[config.mk]
export PLATFORM = sky130hd
export DESIGN_NAME = key_entry_ctrl
export DESIGN_NICKNAME = d
export VERILOG_FILES = /design/src/rtl/key_entry_ctrl_pkg.sv /design/src/rtl/key_entry_ctrl_key_decode.sv /design/src/rtl/key_entry_ctrl.sv
export SDC_FILE = /design/constraint.sdc
export NUM_CORES = 1
export LEC_CHECK = 0
export CAP_MARGIN = 20
export CORE_ASPECT_RATIO = 2
export CORE_MARGIN = 2
export CORE_UTILIZATION = 35
export CTS_CLUSTER_DIAMETER = 30
export DETAILED_ROUTE_END_ITERATION = 7
export PLACE_DENSITY_LB_ADDON = 0.05
export SYNTH_ARGS = -nofsm -noshare
export SYNTH_HDL_FRONTEND = slang
export SYNTH_HIERARCHICAL = 1
export SYNTH_SLANG_ARGS = --single-unit
[constraint.sdc]
create_clock -name clk -period 4 [get_ports clk]
set_clock_uncertainty 0.2 [all_clocks]
set_input_delay 0.4 -clock clk [delete_from_list [all_inputs] [get_ports clk]]
set_output_delay 0.4 -clock clk [all_outputs]
set_load 0.01 [all_outputs]
[src/rtl/key_entry_ctrl_pkg.sv]
// Shared PS/2 set-2 scancode constants, digit tables and FSM encoding
// for the key entry controller.
package key_entry_ctrl_pkg;

   localparam logic [7:0] SC_EXT   = 8'hE0;
   localparam logic [7:0] SC_BREAK = 8'hF0;
   localparam logic [7:0] SC_ENTER = 8'h5A;
   localparam logic [7:0] SC_BKSP  = 8'h66;
   localparam logic [7:0] SC_ESC   = 8'h76;

   // Index is the digit value 0..9.
   localparam logic [7:0] SC_MAIN_DIGIT [10] = '{
      8'h45, 8'h16, 8'h1E, 8'h26, 8'h25, 8'h2E, 8'h36, 8'h3D, 8'h3E, 8'h46};
   localparam logic [7:0] SC_KP_DIGIT [10] = '{
      8'h70, 8'h69, 8'h72, 8'h7A, 8'h6B, 8'h73, 8'h74, 8'h6C, 8'h75, 8'h7D};

   typedef enum logic [1:0] {
      ST_IDLE  = 2'd0,
      ST_EXT   = 2'd1,
      ST_BREAK = 2'd2
   } kstate_t;

endpackage

[src/rtl/key_entry_ctrl_key_decode.sv]
// Combinational classifier: maps one scancode byte to its key meaning.
// E0/F0 prefixes decode as no key; the caller handles them in its FSM.
module key_decode
   import key_entry_ctrl_pkg::*;
(
   input  logic [7:0] scan_code,
   output logic       is_digit,
   output logic [3:0] digit,
   output logic       is_enter,
   output logic       is_bksp,
   output logic       is_esc
);

   always_comb begin
      is_digit = 1'b0;
      digit    = 4'd0;
      for (int i = 0; i < 10; i++) begin
         if (scan_code == SC_MAIN_DIGIT[i] || scan_code == SC_KP_DIGIT[i]) begin
            is_digit = 1'b1;
            digit    = 4'(i);
         end
      end
      is_enter = (scan_code == SC_ENTER);
      is_bksp  = (scan_code == SC_BKSP);
      is_esc   = (scan_code == SC_ESC);
   end

endmodule

[src/rtl/key_entry_ctrl.sv]
// PS/2 numeric entry: builds a BCD buffer from digit keys, with backspace,
// escape and enter-to-commit. All outputs registered, one cycle after the byte.
module key_entry_ctrl
   import key_entry_ctrl_pkg::*;
#(
   parameter int DIGITS = 4
) (
   input  logic                  clk,
   input  logic                  reset,
   input  logic [7:0]            scan_code,
   input  logic                  scan_valid,
   output logic [4*DIGITS-1:0]   number,
   output logic [DIGITS-1:0]     digit_en,
   output logic [4*DIGITS-1:0]   committed,
   output logic                  commit,
   output logic                  err
);

   localparam int CW = $clog2(DIGITS + 1);
   localparam logic [CW-1:0] FULL = CW'(DIGITS);

   kstate_t              state_q, state_d;
   logic [4*DIGITS-1:0]  number_q, number_d;
   logic [4*DIGITS-1:0]  committed_q, committed_d;
   logic [CW-1:0]        count_q, count_d;
   logic [DIGITS-1:0]    digit_en_q, digit_en_d;
   logic                 commit_q, commit_d;
   logic                 err_q, err_d;

   logic       is_digit, is_enter, is_bksp, is_esc;
   logic [3:0] digit;

   key_decode u_key_decode (
      .scan_code (scan_code),
      .is_digit  (is_digit),
      .digit     (digit),
      .is_enter  (is_enter),
      .is_bksp   (is_bksp),
      .is_esc    (is_esc)
   );

   always_ff @(posedge clk or negedge reset) begin
      if (!reset) begin
         state_q     <= ST_IDLE;
         number_q    <= '0;
         committed_q <= '0;
         count_q     <= '0;
         digit_en_q  <= '0;
         commit_q    <= 1'b0;
         err_q       <= 1'b0;
      end else begin
         state_q     <= state_d;
         number_q    <= number_d;
         committed_q <= committed_d;
         count_q     <= count_d;
         digit_en_q  <= digit_en_d;
         commit_q    <= commit_d;
         err_q       <= err_d;
      end
   end

   always_comb begin
      state_d = state_q;
      if (scan_valid) begin
         case (state_q)
            ST_IDLE: begin
               if (scan_code == SC_EXT)        state_d = ST_EXT;
               else if (scan_code == SC_BREAK) state_d = ST_BREAK;
            end
            ST_EXT:  state_d = (scan_code == SC_BREAK) ? ST_BREAK : ST_IDLE;
            default: state_d = ST_IDLE;
         endcase
      end
   end

   // Plain make codes act only in IDLE; Enter is also accepted after an E0 prefix.
   logic in_idle, do_enter;
   assign in_idle  = scan_valid && (state_q == ST_IDLE);
   assign do_enter = scan_valid && is_enter && (state_q == ST_IDLE || state_q == ST_EXT);

   always_comb begin
      number_d    = number_q;
      count_d     = count_q;
      committed_d = committed_q;
      commit_d    = 1'b0;
      err_d       = 1'b0;
      if (do_enter) begin
         committed_d = number_q;
         commit_d    = 1'b1;
         number_d    = '0;
         count_d     = '0;
      end else if (in_idle && is_digit) begin
         if (count_q == FULL) begin
            err_d = 1'b1;
         end else begin
            number_d      = number_q << 4;
            number_d[3:0] = digit;
            count_d       = count_q + 1'b1;
         end
      end else if (in_idle && is_bksp) begin
         if (count_q != '0) begin
            number_d = number_q >> 4;
            count_d  = count_q - 1'b1;
         end
      end else if (in_idle && is_esc) begin
         number_d = '0;
         count_d  = '0;
      end
      for (int i = 0; i < DIGITS; i++) begin
         digit_en_d[i] = (i < int'(count_d));
      end
   end

   assign number    = number_q;
   assign digit_en  = digit_en_q;
   assign committed = committed_q;
   assign commit    = commit_q;
   assign err       = err_q;

endmodule

==> results.tsv <==
metric	value	unit
switching_share	28.7	%
yosys-top-cells-count	dfrtp_1, mux2_2, inv_1	
synth_nets	234	
powerDensity	376	nW/um^2
place_area	3030	um^2
yosys.area_share.adder	1.54	%
ant_nets	0	
max_freq	279	MHz
power	1.19	mW
nNetsFinal	286	
port_buffers	48	
synth.avg_cell_area	11.1	um^2
grt_pass1_vias	1924	
finalMaxSlewViolations	0	
hold_path_class	input port to asynchronous set/reset pin	
antenna_found_initial	0	
drive_gt1_share	21.2	%
drc	0	
p_sw	0.343	mW
comb_power_share	23.9	%
final_cell_area	3180	um^2
endpoint_kind	flip-flop	
wire_per_inst	15.6	um
dp_hpwl	4060	um
synth_cell_type_count	63	
p_seq_share	42.8	%
path_max_fanout	13	
coreArea	6830	um^2
yosys.cell_count.top_type	dfrtp_1	
die_h	122	um
root_buffer	clkbuf_16	
p_int	0.851	mW
arrival	3600	ps
async_reset_ff_share	100	%
vias	1915	
yosysTopAreaCell	dfrtp_1	
synth_edf_count	0	
grt_pass1_wl	9270	um
hold_viol	0	
period_needed	3590	ps
synthMuxAreaShare	14.0	%
vias_per_cell	5.28	
ir_drop	0.400	mV
yosys_warnings	6	
cts_tree	done	
r2r_start	count_q[0]	
status	complete, no violations	
ios	49	
synth_area_leaders	dfrtp_1, mux2_2, a22o_1	
synth_area	2440	um^2
gr-total-overflow	0	
start_util	35.7	%
dr.pass1.iters	4	
syn_inst	220	
synth_compound_area_share	14.4	%
area_delta_synth_final	30.0	%
synth_xor_area_share	0.359	%
gr-usage-all-layers	15.2	%
post_cts_buffers	0	
routed_wl	5670	um
dr.first_iter.drc_count	65	
yosys_register_bits	42	
path_class	input port to flip-flop	
reg2reg_slack	1640	ps
clk_pin_slew	50	ps
grt_max_degree	43	
cts_hold_buf	0	
dieArea	7700	um^2
maxSlewHeadroom	38.3	%
cts_buffers	5	
clk_latency	280	ps
antenna_cells	0	
r2r_cells	6	
fillers	650	
start_kind	input port	
synth_top_family_by_area	simple AND/OR/NAND/NOR gates	
htree_num_levels	2	
ys.flop_type	dfrtp_1	
cts_resized	0	
cts_buffer_depth	2	
required	4020	ps
rows	43	
cap_violations	0	
seq_area_frac_synth	43.0	%
power.leakage	1.40	nW
yosys.area_share.simple	20.6	%
fin_setup_tns	0	ps
synth_top_area_share	43.0	%
worstMarginPinSlew	925	ps
die_x	63.1	um
fin_crit_sh	89.6	%
cts_sinks	42	
finalWeightedCongestion	0.840	
r2r-end	digit_en[0]	
rsz0062_at_grt	false	
setup_violations	0	
pwr-share-clk	33.3	%
## power groups by stage
| stage | logic [mW] | clock network [mW] | registers [mW] |
|---|---|---|---|
| floorplan | 0.172 | 0 | 0.511 |
| global placement | 0.284 | 0 | 0.520 |
| detailed placement | 0.285 | 0 | 0.519 |
| CTS | 0.287 | 0.405 | 0.512 |
| global route | 0.318 | 0.426 | 0.519 |
| finish | 0.285 | 0.397 | 0.511 |
## flip-flops by register name, summed over array words and instances (netlist names)
register / count
number: 16
committed: 16
count_q: 3
digit_en: 3
state_q: 2
err: 1
commit: 1
## area by class of cell
type | count | area (um^2) | share of cell area [%]
well taps | 90 | 113 | 3.55
multi-input cells | 151 | 1240 | 39.2
repair buffers | 59 | 571 | 18.0
flip-flops and latches | 42 | 1050 | 33.1
inverters | 13 | 48.8 | 1.54
clock buffers | 7 | 143 | 4.49
clock inverters | 1 | 5.00 | 0.158
## layer usage
metal / vias to the layer above / wire, um / track usage, %
li1: 915 / - / -
met1: 945 / 2510 / 19.3
met2: 48 / 2770 / 25.2
met3: 7 / 277 / 3.88
met4: 0 / 101 / 4.72
met5: - / 0 / 0
## worst max-delay path, cell delays in order
cell and delay, ps:
clkdlybuf4s50_1 660, or2b_1 350, nor4_1 80, a22oi_1 220, o41ai_1 130, or4b_1 550, or3b_2 520, nor3b_2 180
buf_4 210, a22o_1 170, mux2_2 140
## how the worst max path moves through the flow
| stage | from | to | slack [ps] | depth (start not counted) |
|---|---|---|---|---|
| detailed placement | scan_code[3] | number[2] | 150 | 11 |
| global route | scan_code[3] | digit_en[2] | 190 | 10 |
| floorplan | scan_code[1] | number[0] | 980 | 11 |
| CTS | scan_code[3] | number[2] | 420 | 11 |
| finish | scan_code[3] | number[2] | 410 | 11 |
| global placement | scan_code[3] | number[2] | 120 | 11 |
## placed cells by master, fill, tap and decap left out, drive strengths merged, types with 4 or more instances in the layout
master,synthesis,final
clkdlybuf4s50,0,47
dfrtp,42,42
mux2,24,24
inv,13,13
nand2,13,13
a22o,12,12
buf,12,12
o21ai,8,8
clkbuf,2,7
nor2,6,6
nand2b,6,6
nor3,5,5
mux2i,5,5
nand3,5,5
nor3b,5,5
nand3b,4,4
nor2b,4,4
o211ai,4,4
nor4,4,4
a21oi,4,4
## kinds of logic after synthesis
kind of cell | after synthesis
muxes | 29
adders and majority gates | 3
AOI/OAI and AO/OA | 43
and+or+nand+nor | 75
DFF | 42
buffers and inverters | 27
xor gates and xnor gates | 1
## per-stage QoR
| stage | cells | setup WS, ps | hold slack (ps) | util, % |
|---|---|---|---|---|
| 6_report | 363 | 415 | 55.4 | 46.5 |
| 5_1_grt | 363 | 191 | 145 | 46.5 |
| 4_1_cts | 363 | 425 | 95.6 | 46.5 |
| 3_5_place_dp | 355 | 153 | 283 | 44.3 |
| 3_3_place_gp | 355 | 125 | 276 | 44.3 |
| 2_1_floorplan | 220 | 980 | -95.6 | - |
(Power assumes the default switching activity.)
